===== src/rtl/pipe_stage_reg_if.sv =====
// Handshake and payload bundle between two pipeline stages.
// The stage under control takes the slave view; whatever drives it takes the master view.
interface pipe_stage_reg_if #(
  parameter int CTRL_W = 8,
  parameter int DATA_W = 160
);
  logic              in_valid;
  logic              in_ready;
  logic [CTRL_W-1:0] in_ctrl;
  logic [DATA_W-1:0] in_data;
  logic              out_valid;
  logic              out_ready;
  logic [CTRL_W-1:0] out_ctrl;
  logic [DATA_W-1:0] out_data;

  modport slave (
    input  in_valid, in_ctrl, in_data, out_ready,
    output in_ready, out_valid, out_ctrl, out_data
  );

  modport master (
    output in_valid, in_ctrl, in_data, out_ready,
    input  in_ready, out_valid, out_ctrl, out_data
  );
endinterface


===== src/rtl/pipe_stage_reg.sv =====
// Generic inter-stage register: valid/ready handshake, synchronous flush, optional 2-entry skid.
// Control bits are zeroed on flush and gated by valid, so bubbles never carry live enables.
module pipe_stage_reg #(
  parameter int CTRL_W = 8,
  parameter int DATA_W = 160,
  parameter int SKID   = 0
) (
  input  logic             clk,
  input  logic             rst,
  pipe_stage_reg_if.slave  bus,
  input  logic             flush,
  output logic [1:0]       occupancy
);

  logic              m_valid_q, m_valid_d;
  logic              s_valid_q, s_valid_d;
  logic [CTRL_W-1:0] m_ctrl_q, m_ctrl_d;
  logic [CTRL_W-1:0] s_ctrl_q, s_ctrl_d;
  logic [DATA_W-1:0] m_data_q, m_data_d;
  logic [DATA_W-1:0] s_data_q, s_data_d;
  logic              in_ready;
  logic              in_xfer;
  logic              out_xfer;

  // SKID=0 passes ready straight through; SKID=1 derives it from the skid slot only.
  generate
    if (SKID == 0) begin : g_comb_ready
      assign in_ready = bus.out_ready | ~m_valid_q;
    end else begin : g_reg_ready
      assign in_ready = ~s_valid_q;
    end
  endgenerate

  assign in_xfer  = bus.in_valid & in_ready;
  assign out_xfer = m_valid_q & bus.out_ready;

  always_comb begin
    m_valid_d = m_valid_q;
    s_valid_d = s_valid_q;
    m_ctrl_d  = m_ctrl_q;
    s_ctrl_d  = s_ctrl_q;
    m_data_d  = m_data_q;
    s_data_d  = s_data_q;

    if (flush) begin
      // Data registers deliberately keep their contents; only valid and control are killed.
      m_valid_d = 1'b0;
      s_valid_d = 1'b0;
      m_ctrl_d  = '0;
      s_ctrl_d  = '0;
    end else if (SKID == 0) begin
      if (in_xfer) begin
        m_valid_d = 1'b1;
        m_ctrl_d  = bus.in_ctrl;
        m_data_d  = bus.in_data;
      end else if (out_xfer) begin
        m_valid_d = 1'b0;
      end
    end else begin
      if (out_xfer) begin
        if (s_valid_q) begin
          // in_ready is low whenever the skid slot is full, so no input can arrive here.
          m_valid_d = 1'b1;
          m_ctrl_d  = s_ctrl_q;
          m_data_d  = s_data_q;
          s_valid_d = 1'b0;
        end else if (in_xfer) begin
          m_valid_d = 1'b1;
          m_ctrl_d  = bus.in_ctrl;
          m_data_d  = bus.in_data;
        end else begin
          m_valid_d = 1'b0;
        end
      end else if (in_xfer) begin
        if (!m_valid_q) begin
          m_valid_d = 1'b1;
          m_ctrl_d  = bus.in_ctrl;
          m_data_d  = bus.in_data;
        end else begin
          s_valid_d = 1'b1;
          s_ctrl_d  = bus.in_ctrl;
          s_data_d  = bus.in_data;
        end
      end
    end
  end

  always_ff @(posedge clk or posedge rst) begin
    if (rst) begin
      m_valid_q <= 1'b0;
      s_valid_q <= 1'b0;
      m_ctrl_q  <= '0;
      s_ctrl_q  <= '0;
      m_data_q  <= '0;
      s_data_q  <= '0;
    end else begin
      m_valid_q <= m_valid_d;
      s_valid_q <= s_valid_d;
      m_ctrl_q  <= m_ctrl_d;
      s_ctrl_q  <= s_ctrl_d;
      m_data_q  <= m_data_d;
      s_data_q  <= s_data_d;
    end
  end

  assign bus.in_ready  = in_ready;
  assign bus.out_valid = m_valid_q;
  assign bus.out_ctrl  = m_ctrl_q & {CTRL_W{m_valid_q}};
  assign bus.out_data  = m_data_q;
  assign occupancy     = {1'b0, m_valid_q} + {1'b0, s_valid_q};

endmodule

===== src/flat_wrapper.sv =====
// flat-port wrapper written by rule: the top's interface ports become plain ports
module pipe_stage_reg_flat 
#(
  parameter int CTRL_W = 8,
  parameter int DATA_W = 160,
  parameter int SKID   = 0
)
  (clk, rst, flush, occupancy, bus_in_valid, bus_in_ctrl, bus_in_data, bus_out_ready, bus_in_ready, bus_out_valid, bus_out_ctrl, bus_out_data);
  pipe_stage_reg_if #(.CTRL_W(CTRL_W), .DATA_W(DATA_W)) bus_i ();
  input  logic clk;
  input  logic rst;
  input  logic flush;
  output logic [1:0] occupancy;
  input wire logic [$bits(bus_i.in_valid)-1:0] bus_in_valid;
  input wire logic [$bits(bus_i.in_ctrl)-1:0] bus_in_ctrl;
  input wire logic [$bits(bus_i.in_data)-1:0] bus_in_data;
  input wire logic [$bits(bus_i.out_ready)-1:0] bus_out_ready;
  output wire logic [$bits(bus_i.in_ready)-1:0] bus_in_ready;
  output wire logic [$bits(bus_i.out_valid)-1:0] bus_out_valid;
  output wire logic [$bits(bus_i.out_ctrl)-1:0] bus_out_ctrl;
  output wire logic [$bits(bus_i.out_data)-1:0] bus_out_data;
  assign bus_i.in_valid = bus_in_valid;
  assign bus_i.in_ctrl = bus_in_ctrl;
  assign bus_i.in_data = bus_in_data;
  assign bus_i.out_ready = bus_out_ready;
  assign bus_in_ready = bus_i.in_ready;
  assign bus_out_valid = bus_i.out_valid;
  assign bus_out_ctrl = bus_i.out_ctrl;
  assign bus_out_data = bus_i.out_data;
  pipe_stage_reg #(.CTRL_W(CTRL_W), .DATA_W(DATA_W), .SKID(SKID)) u_core (.clk(clk), .rst(rst), .bus(bus_i), .flush(flush), .occupancy(occupancy));
endmodule

===== config.mk =====
export PLATFORM = sky130hd
export DESIGN_NAME = pipe_stage_reg_flat
export DESIGN_NICKNAME = d
export VERILOG_FILES = /design/src/rtl/pipe_stage_reg_if.sv /design/src/rtl/pipe_stage_reg.sv /design/src/flat_wrapper.sv
export SDC_FILE = /design/constraint.sdc
export NUM_CORES = 1
export LEC_CHECK = 0
export ABC_AREA = 1
export CAP_MARGIN = 0
export CORE_AREA = 2 2 133 135
export DETAILED_ROUTE_END_ITERATION = 10
export DIE_AREA = 0 0 135 137
export DONT_BUFFER_PORTS = 1
export PLACE_DENSITY = 0.66
export SLEW_MARGIN = 40
export SYNTH_ARGS = -nofsm -noshare
export SYNTH_HDL_FRONTEND = slang
export SYNTH_SLANG_ARGS = --single-unit
export TNS_END_PERCENT = 5

===== constraint.sdc =====
create_clock -name clk -period 8.2 [get_ports clk]
set_input_delay 1.64 -clock clk [delete_from_list [all_inputs] [get_ports clk]]
set_output_delay 1.64 -clock clk [all_outputs]
set_load 0.02 [all_outputs]

## Word-level counts from Yosys, hierarchy flattened

Index checks and enable logic that the tools add are counted.

- Logic and storage cells: 17
- Register bits after elaboration: 169
- Output and inout bits: 172
- Input port bits: 173

- Muxes and demuxes: 5
- Bitwise gates (word level): 6
- Reduce and logical (&&, ||, !) cells: 3

Operators with widths:

| kind | count |
|---|---|
| 8-bit 2-to-1 mux | 2 |
| 8-bit AND | 1 |
| 1-bit 2-to-1 mux | 3 |
| 3-bit nonzero test | 1 |
| 1-bit AND | 2 |
| 1-bit inverter | 2 |
| 2-bit AND reduction | 1 |
| 2-bit nonzero test | 1 |
| 1-bit bitwise OR | 1 |

## Depth between registers and ports, before layout

- Depth in word-level cells: 5
- Gate-level depth with buffers: 7
- Depth with buffers taken out: 5

## Worst setup path after synthesis

No wires, ideal clock.

- Path kind: in2out
- Start point: input bus_out_ready
- End point: output bus_in_ready
- Arrival time: 2.037 ns
- Slack: 4.523 ns
- Path buffers: 1
- Cell stages on the path: 3
- Required time: 6.560 ns
- Cell sequence: inv_1 -> nand2_8 -> buf_2

- Word-level cells in the longest chain between the ends: 1

Ends and longest elaborated chain:

| element | line | source |
|---|---|---|
| start: declaration | flat_wrapper.sv:17 | `input wire logic [$bits(bus_i.out_ready)-1:0] bus_out_ready;` |
| 1-bit bitwise OR | pipe_stage_reg.sv:28 | `assign in_ready = bus.out_ready \| ~m_valid_q;` |
| end: declaration | flat_wrapper.sv:18 | `output wire logic [$bits(bus_i.in_ready)-1:0] bus_in_ready;` |

Every way passes these cells.

## Worst setup path after layout

Ends and elaborated chain as after synthesis.

==> flow_metrics.py <==
metrics = {
    "final_layout": {
        "antenna_cells": 0,
        "syn_to_final_growth_pct": 8.42,
        "finalInstanceArea_sq_mm": 0.00762,
        "fillers": 1686,
        "final_common_cell": "nand2_1",
        "final_core_util": 0.447,
        "drive_gt1_frac": 0.0558,
        "layout_common_cells": "nand2_1, nand4_1, dfrtp_1",
        "final_nets": 895,
    },
    "die": {
        "start_util": 0.412,
        "dieHeight_um": 137,
        "die_width_um": 135,
        "ios": 345,
        "fp.dieArea_sq_mm": 0.0185,
        "core_sq_mm": 0.0171,
        "num_rows": 48,
    },
    "yosys": {
        "synth_nets": 947,
        "yosysTopAreaCell": "dfrtp_1",
        "yosys_warnings": 0,
        "ys_ff_latch": 169,
        "synth_top_area_share": 0.601,
        "syn_area_sq_mm": 0.00703,
        "synthTopCellsByArea": "dfrtp_1, nand2_1, nand4_1",
        "synthDistinctLibCells": 13,
        "ys_seq_area_frac": 0.601,
        "syn_inst": 774,
        "syn_avg_cell_area_sq_um": 9.08,
    },
    "cts": {
        "cts_sinks": 169,
        "htree_levels": 4,
        "clock_path_buffers": 2,
        "cts.clk_slew.worst_paths_ns": 0.07,
        "cts_inserted_buffers": 17,
        "cts_tree": "done",
        "cts_resized": 0,
        "cts-root-buf": "clkbuf_16",
        "ctsHoldBuffers": 0,
        "clk_latency_ns": 0.42,
        "postCtsSetupBuffers": 0,
    },
    "routing": {
        "wirelength_met1_um": 7820,
        "drt_pass1_iterations": 5,
        "vias": 5357,
        "wl_met2_um": 9150,
        "avgViaCountPerCell": 5.58,
        "top_layer": "met4",
        "drt_iter0_markers": 381,
        "post_drt_wl_per_cell_um": 20.2,
        "wl_met3_um": 2000,
        "drc": 0,
        "antenna_left": 0,
        "drt-total-wl_um": 19400,
    },
    "critical_path": {
        "cp.required_ns": 6.56,
        "reg2reg_depth": 6,
        "path_max_fanout": 94,
        "crit_buf_inv": 2,
        "crit_family": "buffers and inverters",
        "crit_slowest_cell": "buf_4",
        "startpoint": "bus_out_ready",
        "r2r_start": "u_core.bus.out_valid$_DFFE_PP0P_",
        "cp.depth": 3,
        "worst_setup_path_end_kind": "primary output",
        "critical_path_arrival_ns": 2.97,
        "rrSetupSlack_ns": 5.43,
        "r2r-end": "u_core.bus.out_data[65]$_DFFE_PP0P_",
        "start_kind": "input pin",
        "crit_type": "in2out",
        "endpoint": "bus_in_ready",
        "cpPeakStageDelay_ns": 0.75,
        "path_cells": "inv_1, nand2_8, buf_4",
    },
    "global_routing": {
        "overflow": 0,
        "first_global_vias": 5101,
        "antenna_found_initial": 0,
        "grt_use_total": 0.199,
        "grt_pass1_wl_um": 28800,
        "grt_max_degree": 172,
    },
    "power": {
        "internal-power_w": 0.00147,
        "cellPowerDensity_mw_per_mm2": 286,
        "power_frac_clock": 0.373,
        "p_seq_frac": 0.547,
        "p_comb_frac": 0.080,
        "swShare": 0.328,
        "leakage_nw": 3.95,
        "ir_worst_vdd_uv": 138,
        "switchingPower_w": 0.000716,
    },
    "timing": {
        "timing.setup.tns_ns": 0,
        "drv_slew": 0,
        "slew_headroom": 0.426,
        "hold_violations": 0,
        "rsz0062_at_grt": "false",
        "period_needed_ns": 4.61,
        "finalSetupViolations": 0,
        "fin_ws_ns": 3.59,
        "skew_ns": 0.00780,
        "tightest_slew_ns": 0.860,
        "max_freq_mhz": 217,
        "fin_crit_sh": 0.563,
    },
    "placement": {
        "numPortBuffers": 0,
        "placed_cell_area_sq_mm": 0.00701,
        "pre_cts_ws_ns": 3.60,
        "dp_hpwl_um": 12100,
        "place_congestion": 0.728,
    },
    "run_status": {
        "status": "finished, final reports clean",
    },
    "worst_hold_path": {
        "hold_depth": 2,
        "hold_class": "reg2reg",
    },
    "run": {
        "maxCapViolations": 0,
    },
}
## worst min-delay path by stage
stage,to,slack (ns),startpoint
after floorplan,u_core.m_ctrl_q[3]$_DFFE_PP0P_,0.47,u_core.m_ctrl_q[3]$_DFFE_PP0P_
after global placement,u_core.m_ctrl_q[2]$_DFFE_PP0P_,0.48,u_core.m_ctrl_q[2]$_DFFE_PP0P_
after detailed placement,u_core.m_ctrl_q[5]$_DFFE_PP0P_,0.49,u_core.m_ctrl_q[5]$_DFFE_PP0P_
after CTS,u_core.m_ctrl_q[1]$_DFFE_PP0P_,0.51,u_core.m_ctrl_q[1]$_DFFE_PP0P_
after global routing,u_core.m_ctrl_q[3]$_DFFE_PP0P_,0.52,u_core.m_ctrl_q[3]$_DFFE_PP0P_
final,u_core.m_ctrl_q[1]$_DFFE_PP0P_,0.50,u_core.m_ctrl_q[1]$_DFFE_PP0P_
## synthesized netlist by cell type (all sizes together)
library cell	instances
dfrtp	169
inv	12
clkbuf	30
nand4	168
conb	1
a21oi	1
nand2	338
buf	46
nand3	9
## layout make-up
class,instances,area (sq um),share of cell area
clock inverters,14,161,0.0212
well taps,225,282,0.0369
inverters,12,57.6,0.00755
clock buffers,18,429,0.0563
multi-input cells,517,2400,0.315
repair buffers,5,61.3,0.00804
flip-flops and latches,169,4230,0.555
## state kept, by name, indices dropped and copies added, names as in the netlist
signal                cells
u_core.m_ctrl_q           8
u_core.bus.out_valid      1
u_core.bus.out_data     160
## power groups by stage
stage / clock (W) / combinational, W / sequential [W]
4_1_cts: 0.000834 / 0.000179 / 0.00120
3_5_place_dp: 0 / 0.000180 / 0.00121
2_1_floorplan: 0 / 0.000163 / 0.00117
3_3_place_gp: 0 / 0.000171 / 0.00121
6_report: 0.000814 / 0.000176 / 0.00119
5_1_grt: 0.000872 / 0.000207 / 0.00121
## worst reg2reg max path, stage by stage (launching register included)
cell and delay, ns:
dfrtp_2 0.67, nand2_8 0.40, nand3_4 0.47, buf_12 0.28
buf_6 0.57, nand2_1 0.24, nand2_1 0.09
## per-stage QoR
| stage | total power (W) | cells | hold slack (ns) |
|---|---|---|---|
| after global routing | 0.00229 | 960 | 0.524 |
| after global placement | 0.00138 | 927 | 0.483 |
| final | 0.00218 | 960 | 0.503 |
| after detailed placement | 0.00139 | 927 | 0.492 |
| after floorplan | 0.00133 | 774 | 0.469 |
| after CTS | 0.00221 | 959 | 0.507 |
## cell families after synthesis
group           share of synthesized area
simple gates                        0.340
flops                               0.601
buf+inv                            0.0569
other cells                      0.000533
compound gates                   0.000711
## layer usage
layer / global-route usage / vias up
met3: 0.0885 / 20
met2: 0.306 / 259
li1: - / 2516
met5: 0 / -
met4: 0.0718 / 0
met1: 0.250 / 2562
(Power assumes the default switching activity.)
==> edit, RTL diff (same flow settings) <==
`CTRL_W` is set to 8 in 3 places; all go to 10.
--- a/src/rtl/pipe_stage_reg_if.sv
+++ b/src/rtl/pipe_stage_reg_if.sv
@@ -2,5 +2,5 @@
 // The stage under control takes the slave view; whatever drives it takes the master view.
 interface pipe_stage_reg_if #(
-  parameter int CTRL_W = 8,
+  parameter int CTRL_W = 10,
   parameter int DATA_W = 160
 );
--- a/src/rtl/pipe_stage_reg.sv
+++ b/src/rtl/pipe_stage_reg.sv
@@ -2,5 +2,5 @@
 // Control bits are zeroed on flush and gated by valid, so bubbles never carry live enables.
 module pipe_stage_reg #(
-  parameter int CTRL_W = 8,
+  parameter int CTRL_W = 10,
   parameter int DATA_W = 160,
   parameter int SKID   = 0
--- a/src/flat_wrapper.sv
+++ b/src/flat_wrapper.sv
@@ -2,5 +2,5 @@
 module pipe_stage_reg_flat 
 #(
-  parameter int CTRL_W = 8,
+  parameter int CTRL_W = 10,
   parameter int DATA_W = 160,
   parameter int SKID   = 0
Interface: changed (resized bus_in_ctrl and bus_out_ctrl); port bits go from 345 to 349. The function was not compared with the original's and may differ.
==> edit against the original RTL <==
  * Sequential share of layout area is 0.13 points lower
  * Area after synthesis is 2.3% higher
  * Critical path type unchanged
  * Highest routed layer unchanged
  * Final area is 1.4% higher
  * Clock skew hardly changed
  * Worst setup slack better by 0.63 ns
  * Routed wire length is 0.71% lower
  * Via count is 3.1% higher
  * Global-route usage hardly changed
  * Sequential cell count is 2 higher
  * Non-clock buffer count is 2 higher
  * Utilization is 0.62 points higher
  * Power is 0.21% higher
  * First-iteration DRC count is 1.3% higher
==> edit: results (changes against the original RTL) <==
Outcome
  – Status: completed (unchanged)

Synth
  – Biggest area contributors in the synthesized netlist: dfrtp_1 59%, nand2_1 18%, nand4_1 15% (was dfrtp_1 60%, nand2_1 18%, nand4_1 15%)
  – Mapped Nets: 962 (was 947)
  – Top cell types by occurrence after synthesis: 340 x nand2_1, 171 x dfrtp_1, 170 x nand4_1, 42 x buf_2, 18 x buf_4 (was 337 x nand2_1, 169 x dfrtp_1, 168 x nand4_1, 41 x buf_2, 30 x clkbuf_1)
  – Share of the yosys chip area belonging to registers: 59.49% (was 60.14%)

Worst setup path
  – End of the worst register-to-register path: u_core.bus.out_data[104] (was u_core.bus.out_data[65])
  – Cell with the biggest individual delay on the critical path: nand2_8 (was buf_4)
  – FF-to-FF setup slack: 5.66 ns (was 5.43 ns)
  – Family of cells with the greatest summed delay on the critical path: simple AND/OR/NAND/NOR gates (was buffers and inverters)
  – Worst reg-to-reg path cell count: 6 (unchanged)
  – Maximum cell stage delay along the critical path: 0.47 ns (was 0.75 ns)
  – Critical path data arrival time: 2.35 ns (was 2.97 ns)

Min path
  – Hold EP: u_core.m_ctrl_q[4] (was u_core.m_ctrl_q[1])
  – Classification of the worst-slack hold path: flip-flop to flip-flop (unchanged)
  – Worst hold start: u_core.m_ctrl_q[4] (was u_core.m_ctrl_q[1])

Placed design
  – Post-DP HPWL: 12.10 mm (was 12.14 mm)
  – Gp weighted congestion: 0.7145 (was 0.7276)

Power and ir drop
  – Internal power component: 1.478 mW (was 1.466 mW)
  – Lkg Pwr: 4.017 nW (was 3.949 nW)
  – VDD IR max: 0.0001417 V (was 0.0001384 V)

STA
  – Normalized max-slew margin: 45.53% (was 42.64%)
  – Post-Route Skew: 0.007830 ns (was 0.007797 ns)

Final layout
  – Nets@finish: 911 (was 895)
  – Layout cells sized above 1: 5.741% (was 5.578%)

Global routing
  – Initial antenna violation count: 1 (was 0)
  – First-pass GRT wire length: 28.84 mm (was 28.79 mm)
  – Maximum number of pins on one net before global-route repair: 174 (was 172)
  – Total global-route track usage: 19.93% (was 19.94%)
  – Vias in the first global route: 5,331 (was 5,101)

Route
  – Detailed router's first-iteration violation count: 386 (was 381)
  – Total wire length after detailed routing: 19.25 mm (was 19.39 mm)
  – Drt first pass iters: 4 (was 5)

Clocking
  – Clock Pin Slew Worst Setup and Hold Paths: 0.06 ns
## edit: changes by cell type after synthesis, moves of 2 or more
cell / before / now
buf_4: 5 / 18
dfrtp_1: 169 / 171
nand4_1: 168 / 170
nand2_1: 337 / 340
nand3_1: 8 / 10
buf_1: 0 / 2
nand2_2: 0 / 2
clkbuf_1: 30 / 13
## edit: final cells by class
class	count	area [um^2]
fill	1634	9326
multi-input combinational	525	2442
clock buffer	19	432.9
timing repair buffer	7	72.57
inverter	14	62.56
tap	225	281.5
clock inverter	13	156.4
sequential	171	4279
antenna	1	2.502
## edit: worst reg2reg max path: stages, from the launching register on
cell     delay [ns]
dfrtp_1        0.32
buf_4          0.31
nand2_8        0.42
nand3_4        0.60
buf_6          0.56
nand2_1        0.16
nand2_1        0.10
## edit: power groups by stage
| stage | registers [mW] | clock network, mW | logic (mW) |
|---|---|---|---|
| after floorplan | 1.18 | 0 | 0.168 |
| after global placement | 1.21 | 0 | 0.175 |
| after detailed placement | 1.21 | 0 | 0.186 |
| after CTS | 1.20 | 0.829 | 0.185 |
| after global routing | 1.21 | 0.868 | 0.217 |
| final | 1.20 | 0.808 | 0.182 |
## edit: kinds of logic (layout without fill, tap and decap cells)
group	Yosys count	count (layout)	share of synthesized area (%)
AOI/OAI and AO/OA	1	1	0.06951
DFF	171	171	59.49
other	1	2	0.05213
buffers and inverters	91	53	6.749
and+or+nand+nor	523	523	33.64
## edit: per-stage QoR
step	instance area, um^2	worst slack (ns)	power, mW	std cells	hold WS, ns
global route	7730	4.191	2.296	975	0.5185
finish	7730	4.214	2.187	975	0.4964
floorplan	7193	1.928	1.350	787	0.4686
CTS	7700	4.255	2.213	973	0.5017
detailed placement	7111	3.992	1.397	941	0.4870
global placement	7111	4.022	1.388	941	0.4827
## edit: per-layer routing
metal	GRT usage, %	share of wire [%]
met1	24.30	39
met3	9.000	11
met4	7.870	2.3
met2	30.99	47
met5	0	0
## edit: worst max-delay path by stage
stage / end / slack, ns / cells past startpoint
2_1_floorplan: u_core.bus.out_data[0] / 1.93 / 1
3_3_place_gp: u_core.bus.out_data[68] / 4.02 / 6
3_5_place_dp: u_core.bus.out_data[104] / 3.99 / 6
4_1_cts: bus_in_ready / 4.25 / 2
5_1_grt: bus_in_ready / 4.19 / 2
6_report: bus_in_ready / 4.21 / 2
